[src/rtl/pcie_tx_stream_buffer.sv]
// pcie_tx_stream_buffer
//   Buffers application TX TLP words and drives the 75-bit TX streaming port of
//   the PCIe wrapper. Enforces packet framing, and holds non-posted TLPs at a
//   packet boundary while the core asserts tx_stream_mask0. Delivery is strictly
//   in order, so an NP packet held at the head blocks everything behind it.
//
//   Word layout: [74]=err [73]=sop [72]=eop [71:64]=rsvd [63:0]=data
//
// Ports
//   clk, srst          clock, synchronous active-high reset
//   app_tx_data/valid  upstream write port; app_tx_ready = !full
//   tx_stream_data0    word toward wrapper (zero when not valid)
//   tx_stream_valid0   word valid; tx_stream_ready0 accepts it
//   tx_stream_mask0    core forbids starting new NP TLPs
//   fill_level         FIFO occupancy, 0..DEPTH
//   np_stall           NP head held back by mask this cycle
//   proto_err          one-cycle pulse on a framing violation
//
// Optional build macro PCIE_TXBUF_STATS_EN adds saturating counters
//   pkt_cnt (delivered EOP words) and np_stall_cyc (cycles with np_stall=1).
module pcie_tx_stream_buffer #(
    parameter int DEPTH = 16,
    parameter int AW    = 4
) (
    input  logic          clk,
    input  logic          srst,
    input  logic [74:0]   app_tx_data,
    input  logic          app_tx_valid,
    output logic          app_tx_ready,
    output logic [74:0]   tx_stream_data0,
    output logic          tx_stream_valid0,
    input  logic          tx_stream_ready0,
    input  logic          tx_stream_mask0,
    output logic [AW:0]   fill_level,
    output logic          np_stall,
    output logic          proto_err
`ifdef PCIE_TXBUF_STATS_EN
    ,
    output logic [31:0]   pkt_cnt,
    output logic [31:0]   np_stall_cyc
`endif
);

    typedef enum logic {
        IDLE,
        PKT
    } state_t;

    localparam logic [AW:0] FULL_CNT = (AW + 1)'(DEPTH);

    state_t        state, state_nxt;
    logic [74:0]   mem [DEPTH];
    logic [AW-1:0] wr_ptr, rd_ptr;
    logic [AW:0]   count;
    logic          held, held_nxt;
    logic          push, pop, empty, full;
    logic [74:0]   head;
    logic          head_sop, head_eop, head_np;

    assign full         = (count == FULL_CNT);
    assign empty        = (count == '0);
    assign app_tx_ready = !full;
    assign fill_level   = count;
    assign push         = app_tx_valid && app_tx_ready;

    assign head     = mem[rd_ptr];
    assign head_sop = head[73];
    assign head_eop = head[72];
    // DW0 = data[63:32]: fmt[1]=bit 62, type=bits 60:56
    assign head_np  = (!head[62] && head[60:57] == 4'b0000)
                   || (head[60:56] == 5'b00010)
                   || (head[60:57] == 4'b0010);

    assign tx_stream_data0 = tx_stream_valid0 ? head : '0;

    always_ff @(posedge clk) begin
        if (push) begin
            mem[wr_ptr] <= app_tx_data;
        end
    end

    always_ff @(posedge clk) begin
        if (srst) begin
            state  <= IDLE;
            held   <= 1'b0;
            wr_ptr <= '0;
            rd_ptr <= '0;
            count  <= '0;
        end else begin
            state <= state_nxt;
            held  <= held_nxt;
            if (push) begin
                wr_ptr <= wr_ptr + 1'b1;
            end
            if (pop) begin
                rd_ptr <= rd_ptr + 1'b1;
            end
            case ({push, pop})
                2'b10:   count <= count + 1'b1;
                2'b01:   count <= count - 1'b1;
                default: ;
            endcase
        end
    end

    // An SOP head already presented in IDLE stays presented even if mask rises
    // before it is accepted, so valid never drops without a pop.
    always_comb begin
        state_nxt        = state;
        held_nxt         = held;
        pop              = 1'b0;
        tx_stream_valid0 = 1'b0;
        np_stall         = 1'b0;
        proto_err        = 1'b0;
        unique case (state)
            IDLE: begin
                if (!empty) begin
                    if (!head_sop) begin
                        // orphan word: dropped without being presented
                        pop       = 1'b1;
                        proto_err = 1'b1;
                    end else if (head_np && tx_stream_mask0 && !held) begin
                        np_stall = 1'b1;
                    end else begin
                        tx_stream_valid0 = 1'b1;
                        if (tx_stream_ready0) begin
                            pop      = 1'b1;
                            held_nxt = 1'b0;
                            if (!head_eop) begin
                                state_nxt = PKT;
                            end
                        end else begin
                            held_nxt = 1'b1;
                        end
                    end
                end
            end
            PKT: begin
                if (!empty) begin
                    tx_stream_valid0 = 1'b1;
                    if (tx_stream_ready0) begin
                        pop = 1'b1;
                        // SOP inside a packet: flagged once, when it is sent
                        proto_err = head_sop;
                        if (head_eop) begin
                            state_nxt = IDLE;
                        end
                    end
                end
            end
            default: state_nxt = IDLE;
        endcase
    end

`ifdef PCIE_TXBUF_STATS_EN
    always_ff @(posedge clk) begin
        if (srst) begin
            pkt_cnt      <= '0;
            np_stall_cyc <= '0;
        end else begin
            if (pop && tx_stream_valid0 && head_eop && pkt_cnt != '1) begin
                pkt_cnt <= pkt_cnt + 1'b1;
            end
            if (np_stall && np_stall_cyc != '1) begin
                np_stall_cyc <= np_stall_cyc + 1'b1;
            end
        end
    end
`endif

endmodule
[config.mk]
export PLATFORM = sky130hd
export DESIGN_NAME = pcie_tx_stream_buffer
export DESIGN_NICKNAME = d
export VERILOG_FILES = /design/src/rtl/pcie_tx_stream_buffer.sv
export SDC_FILE = /design/constraint.sdc
export NUM_CORES = 1
export LEC_CHECK = 0
export CORE_ASPECT_RATIO = 1.5
export CORE_MARGIN = 4
export CORE_UTILIZATION = 45
export CTS_BUF_LIST = sky130_fd_sc_hd__clkbuf_2 sky130_fd_sc_hd__clkbuf_4 sky130_fd_sc_hd__clkbuf_8
export CTS_CLUSTER_SIZE = 28
export DETAILED_ROUTE_END_ITERATION = 16
export HOLD_SLACK_MARGIN = 0.02
export PLACE_DENSITY = 0.73
export SLEW_MARGIN = 20
export SYNTH_ARGS = -nofsm -noshare
export SYNTH_HDL_FRONTEND = slang
export SYNTH_SLANG_ARGS = --single-unit
[constraint.sdc]
create_clock -name clk -period 16.7 [get_ports clk]
set_input_delay 3.34 -clock clk [delete_from_list [all_inputs] [get_ports clk]]
set_output_delay 3.34 -clock clk [all_outputs]
set_load 0.02 [all_outputs]
Word level (Yosys, flattened, before mapping)

Memory sizes are Yosys's and may differ from the RTL's. A register that Yosys moved wholly into a read port is not among the register bits.
Index checks and enable logic that the tools add are counted.

$add $sub $neg: 4
$mul: 0
Shift-type cells: 0
Reductions and logical operators: 13
Order comparisons: 0
Eq/ne operators: 5
Bitwise gates (word level): 3
Muxes and demuxes: 35
Div/mod/pow operators: 0

Operator list:

| kind                                              | number |
|---|---|
| two-way mux 75 bit                                | 1 |
| two-way mux 1 bit                                 | 27 |
| one-hot mux 5 bit (2 select lines)                | 1 |
| adder 4 x 1 -> 4 bit (second input constant)      | 2 |
| two-way mux 4 bit                                 | 2 |
| one-hot mux 1 bit (2 select lines)                | 4 |
| adder 5 x 1 -> 5 bit (second input constant)      | 1 |
| == test 5 x 2 -> 1 bit (second input constant)    | 1 |
| == test 5 bit (second input constant)             | 1 |
| zero test 5 bit                                   | 1 |
| subtractor 5 x 1 -> 5 bit (second input constant) | 1 |
| == test 4 x 2 -> 1 bit (second input constant)    | 1 |
| logical AND 1 bit                                 | 4 |
| zero test 4 bit                                   | 1 |
| AND reduction 4 bit                               | 1 |
| zero test 1 bit                                   | 3 |
| NOT 1 bit                                         | 3 |
| == test 2 x 1 -> 1 bit (second input constant)    | 1 |
| == test 2 bit (second input constant)             | 1 |
| logical OR 1 bit                                  | 2 |
| nonzero test 2 bit                                | 1 |

ROM bits: 0
RAM bits: 1,200
Output and inout bits: 84
Bits in latches: 0
Memories kept: 1
Logic and storage cells: 66
Flip-flop bits (word level): 15

Memory list:

| memory | words | width | rd ports | clocked after Yosys merged registers in | write ports | line | source |
|---|---|---|---|---|---|---|---|
| mem    | 16    | 75    | 1        | 1                                       | 1           | 52   | `logic [74:0] mem [DEPTH];` |

Depth between registers and ports, before layout

Gate-level depths: netlist of the first run.

Word-level depth: 12
Depth in mapped cells: 18

Worst setup path after synthesis of the first run

Ideal clock, no wire load.

Path kind: input-to-reg
From: in app_tx_valid
To: mem mem[3][0], enable pin
Buffers on the path: 1
Stages: 4
Setup time: 0.600 ns
Arrival: 8.977 ns
Setup slack: 7.123 ns
Cells stage by stage: and2_1 > clkbuf_1 > nand2_1 > nor3_1

Word-level cells in the longest chain between the ends: 3

RTL lines:

| what                                    | line | source |
|---|---|---|
| from (decl)                             | 28   | `input logic app_tx_valid,` |
| logical AND 1 bit                       | 64   | `assign push = app_tx_valid && app_tx_ready;` |
| two-way mux 1 bit                       | 77   | `if (push) begin` |
| two-way mux 1 bit (not written as such) | 78   | `mem[wr_ptr] <= app_tx_data;` |
| to (decl)                               | 52   |  |

Every way passes these cells.

Worst setup path in the final report of the first run

From: in tx_stream_mask0
To: out tx_stream_data0[2]

Word-level cells in the longest chain between the ends: 7

RTL lines:

| what                               | line | source |
|---|---|---|
| from (decl)                        | 33   | `input logic tx_stream_mask0,` |
| logical AND 1 bit (2 in series)    | 122  | `end else if (head_np && tx_stream_mask0 && !held) begin` |
| two-way mux 1 bit                  | 122  |  |
| two-way mux 1 bit                  | 118  | `if (!head_sop) begin` |
| two-way mux 1 bit                  | 117  | `if (!empty) begin` |
| one-hot mux 1 bit (2 select lines) | 115  | `unique case (state)` |
| two-way mux 75 bit                 | 74   | `assign tx_stream_data0 = tx_stream_valid0 ? head : '0;` |
| to (decl)                          | 30   | `output logic [74:0] tx_stream_data0,` |

Every way passes these cells.

==> run summary, run 1 <==
Power
* Peak VDD IR: 0.110 mV
* reported leakage power: 16.0 nW
* Sequential Power Share: 46.1%
* relative contribution of combinational cells to total power: 24.5%
* clock share of power: 29.4%
* Net Switching: 2.04 mW
* Pwr per Cell Area: 143 mW/mm²
* switching power share of the total: 26.8%
* Internal Pwr Total: 5.58 mW

Min path
* endpoint with the worst hold slack: held
* origin of the worst min-delay path: held
* class of the tightest hold or removal check: flop to flop
* worst hold stages: 2

Clock tree
* Post-CTS Setup Inserts: 0
* number of CTS-inserted buffers: 170
* number of sinks on the clock net: 1219
* hold-fix buffers at CTS: 0
* number of buffers on the longest clock path: 3
* clk slew on worst S/H paths: 0.06 ns
* CTS tree: built
* number of gates resized after CTS: 0
* Clk Latency, worst-skew pair: 0.82 ns
* number of levels the H-tree was split into: 4
* clock root buffer: clkbuf_8

Timing
* fraction of the cycle the final worst path needs: 58.9%
* maximum clock rate: 102 MHz
* final slew viol count: 0
* worst slew pin tran: 1.10 ns
* Rel. slew slack: 26.8%
* Setup violations, final: 0
* setup repair after global routing missed its margin: no
* final hold violations: 0
* Clock Skews: 0.0214 ns
* minimum clock period after layout: 9.84 ns
* sum of negative setup slack: 0 ns

Cells and area
* Filler Cells Inserted: 7734
* area of all placed cells without fillers: 0.0531 mm²
* net count of the finished layout: 2278
* fraction of final layout cells sized beyond drive strength 1: 30.4%
* Area Overhead vs Synth: 14.3%
* final instance count without filler cells: 3629

Setup path
* category of cells accounting for the largest share of critical-path delay: buffers and inverters
* crit path capture type: output port
* Slowest cell on crit path: buf_4
* largest stage delay on the critical path: 0.71 ns
* Critical Path Start Type: primary input
* dominant cell type by count on the critical path: clkdlybuf4s50_1
* Stages on worst setup path: 7
* depth of the worst register-to-register path: 16
* Crit path buffers/inverters: 3
* endpoint of the worst-slack reg-to-reg timing path: fill_level[4]
* Max FO, Critical Path: 53
* type of the setup path with the least slack: primary input to output port
* R2R setup slack: 11.12 ns
* Critical Path AT: 6.50 ns
* required time of the critical path: 13.36 ns
* crit-path cells: clkdlybuf4s50_1 -> nand4b_2 -> o31a_1 -> o21ai_4 -> buf_4 -> nor2b_1 -> clkdlybuf4s50_1

Yosys
* Synthesized Nets: 1997
* most used flip-flop cell after synthesis: edfxtp_1
* flip-flop and latch count after synthesis: 1219
* total of warnings raised by yosys: 0
* Yosys cell types: 44
* per-instance average area after synthesis: 24.4 µm²
* count of mapped cells out of synthesis: 1908
* fraction of the yosys area taken by sequential cells: 78.3%
* async set-reset flop share out of synthesis: 0%
* EDFF count, synth: 1200
* Post-Synthesis Cell Area: 0.0465 mm²

Placement
* Placed Cells incl. Taps: 3331
* GPL Wtd Cong: 0.725
* post-place instance area: 0.0499 mm²
* total of buffers placed on input and output ports: 163
* HPWL after detailed placement: 52400 µm

Floorplan
* area of the die: 0.109 mm²
* die span in x: 271 µm
* CORE AREA: 0.103 mm²
* height of the die: 402 µm
* Site Rows: 144
* Initial Utilization: 45.3%
* Top Ports: 164

Flow run
* max-cap violation count: 0

GRT
* number of antenna violations at the first check in global routing: 11
* pin count of the biggest net entering global routing: 149
* first-pass GRT wire length: 148000 µm
* GRT Residual Overflow: 0
* number of global-route vias before repair: 22400
* all-layer global routing usage: 18.6%

Outcome
* outcome: complete, no violations

Drt
* Via density: 5.81
* wire length per cell after detailed routing: 27.8 µm
* number of nets still failing antenna checks after routing: 0
* detailed-route wire length: 101000 µm
* 1st-pass router iterations: 5
* post-detailed-route DRC marker count: 0
* via count: 21100
* 1st-iter DRT viols: 2130

-- registers in the layout, summed over array words and instances (netlist names), named ones only --
signal,flops
mem,1200
fill_level,5
rd_ptr,4
wr_ptr,4
held,1
state,1
-- cells in the mapped netlist (5+ instances only) --
master / count / share of area, %
a21oi_1: 14 / 0.15
a22oi_1: 5 / 0.081
buf_1: 17 / 0.14
buf_2: 16 / 0.17
buf_4: 7 / 0.11
clkbuf_1: 59 / 0.48
dfxtp_1: 19 / 0.82
edfxtp_1: 1200 / 77
ha_1: 9 / 0.24
inv_1: 8 / 0.065
mux4_2: 370 / 18
nand2_1: 16 / 0.13
nand2b_1: 5 / 0.067
nand3_1: 6 / 0.065
nor2_1: 32 / 0.26
nor2b_1: 72 / 0.97
or3_1: 5 / 0.067
xor2_1: 7 / 0.13
-- worst register-to-register path, cell delays in order, from the launching register on --
cell,delay (ns)
dfxtp_4,0.63
buf_4,0.83
mux4_2,0.65
mux4_2,0.53
clkinv_1,0.09
nand4b_2,0.16
nor4_2,0.63
nor2_1,0.17
ha_1,0.34
xor2_1,0.19
ha_1,0.24
o21ai_0,0.19
a21oi_1,0.10
a21oi_1,0.19
xor2_1,0.10
or3_1,0.32
a21oi_1,0.14
-- power groups by stage --
stage | Combinational, mW | Clock, mW | Sequential (mW)
4_1_cts | 1.91 | 2.29 | 3.52
2_1_floorplan | 1.30 | 0 | 3.56
3_3_place_gp | 1.86 | 0 | 3.57
5_1_grt | 2.00 | 2.43 | 3.52
6_report | 1.87 | 2.24 | 3.51
3_5_place_dp | 1.90 | 0 | 3.58
-- stage by stage --
| step | power, mW | hold slack [ns] | setup slack, ns | util [%] |
|---|---|---|---|---|
| 6_report | 7.62 | 0.457 | 6.86 | 51.8 |
| 5_1_grt | 7.96 | 0.490 | 6.59 | 51.7 |
| 2_1_floorplan | 4.86 | 0.432 | 7.12 | - |
| 3_5_place_dp | 5.48 | 0.447 | 6.81 | 48.5 |
| 3_3_place_gp | 5.43 | 0.443 | 6.96 | 48.5 |
| 4_1_cts | 7.72 | 0.457 | 6.80 | 51.7 |
-- worst max path at each step --
| stage | startpoint | end | slack, ns |
|---|---|---|---|
| after floorplan | app_tx_valid | mem[3][0] | 7.12 |
| final | tx_stream_mask0 | tx_stream_data0[2] | 6.86 |
| after detailed placement | tx_stream_mask0 | tx_stream_data0[2] | 6.81 |
| after CTS | tx_stream_mask0 | tx_stream_data0[2] | 6.80 |
| after global placement | tx_stream_mask0 | tx_stream_data0[0] | 6.96 |
| after global routing | flop | tx_stream_data0[74] | 6.59 |
-- layer usage --
| layer | vias up | share of wire, % | track usage (%) |
|---|---|---|---|
| met1 | 11400 | 39 | 24.7 |
| met3 | 142 | 6.8 | 3.92 |
| met4 | 6 | 2.1 | 5.39 |
| li1 | 8743 | - | - |
| met5 | - | 0.041 | 0 |
| met2 | 823 | 52 | 31.4 |
-- area by class of cell --
cell class	count	area, µm²	area share [%]
Inverter	9	33.8	0.0636
Multi-Input combinational cell	581	9770	18.4
Timing Repair Buffer	208	1990	3.74
Clock buffer	235	2880	5.41
Clock inverter	57	398	0.749
Sequential cell	1219	36400	68.5
Tap cell	1314	1640	3.09
Antenna cell	6	15.0	0.0282
-- cells in the final DEF (no fill, tap or decap), drive strengths merged, types with 10 or more instances in the layout --
cell / instances
a21oi: 14
clkinv: 48
dfxtp: 19
buf: 45
clkbuf: 235
nand2: 16
edfxtp: 1200
nor2: 32
clkdlybuf4s50: 163
mux4: 370
nor2b: 72
inv: 10
-- cells by family after synthesis --
family	count (synthesis)	share of synthesized area [%]
compound gates	35	0.482
xor+xnor	8	0.151
fa+ha+maj	9	0.242
buf+inv	108	0.971
flops	1219	78.3
mux	375	18.0
simple gates	154	1.84
(Power assumes the default switching activity.)
==> inputs of run 2 (changes only) <==
--- a/config.mk
+++ b/config.mk
@@ -12,7 +12,7 @@
 export CTS_CLUSTER_SIZE = 28
 export DETAILED_ROUTE_END_ITERATION = 16
 export HOLD_SLACK_MARGIN = 0.02
-export PLACE_DENSITY = 0.73
+export PLACE_DENSITY = 0.75
 export SLEW_MARGIN = 20
 export SYNTH_ARGS = -nofsm -noshare
 export SYNTH_HDL_FRONTEND = slang
==> constraint.sdc (replaced) <==
create_clock -name clk -period 8.1 [get_ports clk]
set_input_delay 1.62 -clock clk [delete_from_list [all_inputs] [get_ports clk]]
set_output_delay 1.62 -clock clk [all_outputs]
set_load 0.02 [all_outputs]
==> run 2 against run 1 <==
  * Routed wire length up 0.29%
  * Worst hold slack better by 0.015 ns
  * Setup slack got worse by 5.0 ns
  * First-iteration DRC count rose by 8.1%
  * Critical path type is now flop to output port
  * Highest routed layer unchanged
  * Critical endpoint is now tx_stream_data0[57]
  * Sequential share of layout area fell by 0.32 points
  * Clock power grew 110%
  * Design area up 0.47%
  * Total power is 110% higher
  * Via count is 0.24% lower
  * Clock skew grew 0.015 ns
==> run summary, run 2 (synthesis results as in run 1) <==
Drt
* number of nets still failing antenna checks after routing: 0, unchanged
* via count: 21000, -0.24%
* 1st-iter DRT viols: 2302, +8.1%
* wire length per cell after detailed routing: 27.8 µm, about the same
* 1st-pass router iterations: 6, +1
* Via density: 5.78, -0.46%
* detailed-route wire length: 101000 µm, +0.29%
* post-detailed-route DRC marker count: 0, unchanged

Timing
* final hold violations: 0, unchanged
* maximum clock rate: 159 MHz
* Clock Skews: 0.0366 ns, +0.0152 ns
* worst slew pin tran: 1.01 ns, -0.0852 ns
* setup repair after global routing missed its margin: no
* final slew viol count: 0, unchanged
* minimum clock period after layout: 6.27 ns
* Rel. slew slack: 32.4%, +5.7 points
* sum of negative setup slack: 0 ns, unchanged
* fraction of the cycle the final worst path needs: 77.4%
* Worst Slack Setup Final: 1.83 ns, -5.03 ns
* Setup violations, final: 0, unchanged

Power
* clock share of power: 30.3%, +0.9 points
* Peak VDD IR: 0.211 mV, +92%
* reported leakage power: 16.1 nW, +0.30%
* Sequential Power Share: 45.6%, -0.5 points
* switching power share of the total: 26.9%, +0.063 points
* Net Switching: 4.28 mW, +110%
* relative contribution of combinational cells to total power: 24.2%, -0.3 points
* Pwr per Cell Area: 298 mW/mm², +110%
* Internal Pwr Total: 11.6 mW, +110%

Cells and area
* number of flip-flops in the largest register: 1200, unchanged
* leading cell type in the layout, fill and taps excluded: edfxtp_1
* Area Overhead vs Synth: 14.8%
* net count of the finished layout: 2271, -0.31%
* most used cells in the layout excluding fill and tap cells: 1200 x edfxtp_1, 370 x mux4_2, 168 x clkbuf_8, 163 x clkdlybuf4s50_1, 72 x nor2b_1
* fraction of final layout cells sized beyond drive strength 1: 30.3%, -0.14 points
* register with the most flip-flops: mem
* Filler Cells Inserted: 7688, -0.59%

Floorplan
* Initial Utilization: 45.3%, unchanged
* die span in x: 271 µm, unchanged
* Top Ports: 164, unchanged
* Site Rows: 144, unchanged
* height of the die: 402 µm, unchanged
* CORE AREA: 0.103 mm², unchanged
* area of the die: 0.109 mm², unchanged

Setup path
* Critical Path AT: 4.65 ns, -1.85 ns
* Max FO, Critical Path: 35, -34%
* Critical Path Start Type: flop
* largest stage delay on the critical path: 0.61 ns, -0.10 ns
* required time of the critical path: 6.48 ns, -6.88 ns
* crit-path cells: buf_16 -> mux4_2 -> mux2i_1 -> mux2_2 -> nand4b_2 -> o31a_1 -> o21ai_4 -> buf_4 -> nor2_1 -> clkdlybuf4s50_1
* Crit path buffers/inverters: 3, unchanged
* category of cells accounting for the largest share of critical-path delay: buffers and inverters
* crit path capture type: output port
* Slowest cell on crit path: dfxtp_4
* type of the setup path with the least slack: flop to output port

Placement
* GPL Wtd Cong: 0.718, -1.1%
* total of buffers placed on input and output ports: 163, unchanged
* Worst Setup Slack post-DPL: 2.25 ns, -4.56 ns
* HPWL after detailed placement: 52700 µm, +0.62%

GRT
* pin count of the biggest net entering global routing: 149, unchanged
* number of antenna violations at the first check in global routing: 12, +1
* first-pass GRT wire length: 149000 µm, +0.53%
* GRT Residual Overflow: 0, unchanged
* number of global-route vias before repair: 22500, +0.23%
* all-layer global routing usage: 18.7%, +0.13 points

Clock tree
* Clk Latency, worst-skew pair: 0.83 ns, about the same
* hold-fix buffers at CTS: 0, unchanged
* number of buffers on the longest clock path: 3, unchanged
* number of sinks on the clock net: 1219, unchanged
* Post-CTS Setup Inserts: 0, unchanged
* clk slew on worst S/H paths: 0.07 ns, about the same
* CTS tree: built
* number of CTS-inserted buffers: 166, -2.4%
* number of gates resized after CTS: 0, unchanged
* number of levels the H-tree was split into: 4, unchanged
* clock root buffer: clkbuf_8

Outcome
* outcome: complete, no violations

Min path
* class of the tightest hold or removal check: flop to flop

Flow run
* max-cap violation count: 0, unchanged

[run 2: changes by cell type in the layout (fill, tap and decap cells not counted), moves of 2 or more]
cell / previous run / this run
inv_12: 0 / 2
buf_4: 43 / 32
clkinvlp_4: 3 / 9
diode_2: 6 / 10
bufinv_16: 5 / 13
clkbuf_8: 178 / 168
clkbuf_4: 57 / 41
clkinv_2: 11 / 19
buf_12: 1 / 8
inv_6: 2 / 4
clkinv_1: 35 / 41
[run 2: tightest hold or removal path, cell delays in order (launching register included)]
cell	delay [ns]
dfxtp_1	0.31
nand2_1	0.06
a21oi_1	0.06
[run 2: power by group through the flow]
stage	Sequential, mW	Clock, mW	Combinational, mW
after floorplan	7.33	0	2.68
after global placement	7.41	0	3.77
after detailed placement	7.43	0	3.86
after CTS	7.30	4.91	3.87
after global routing	7.27	5.21	4.11
final	7.25	4.81	3.85
[run 2: metal layers]
layer / GRT usage (%) / vias up / routed length (µm)
met3: 3.91 / 155 / 7100
li1: - / 8754 / -
met1: 24.2 / 11300 / 38300
met5: 0 / - / 30
met2: 32.3 / 842 / 53500
met4: 5.74 / 4 / 2150
[run 2: path summary, 6_finish.rpt]
path | start | endpoint | slack [ns] | cells after the start
worst max register to register | flop | fill_level[4] | 3.25 | 14
worst min register to register | held | held | 0.47 | 2
worst max-delay path | flop | tx_stream_data0[57] | 1.83 | 10
worst min-delay path | held | held | 0.47 | 2
[run 2: layout make-up]
type	instances	area [µm²]	area share, %
diodes	10	25.0	0.0469
flip-flops and latches	1219	36400	68.2
repair buffers	205	2070	3.88
multi-input cells	581	9770	18.3
inverters	9	33.8	0.0633
well taps	1314	1640	3.08
clock buffers	209	2620	4.91
clock inverters	90	812	1.52
[run 2: through the flow]
stage	util, %	power [mW]	instances	instance area [µm²]	hold slack, ns
floorplan	-	10.0	1908	46500	0.432
global placement	48.6	11.2	3327	49900	0.446
detailed placement	48.6	11.3	3327	49900	0.465
CTS	51.9	16.1	3626	53300	0.475
global route	52.0	16.6	3631	53400	0.488
finish	52.0	15.9	3637	53400	0.472
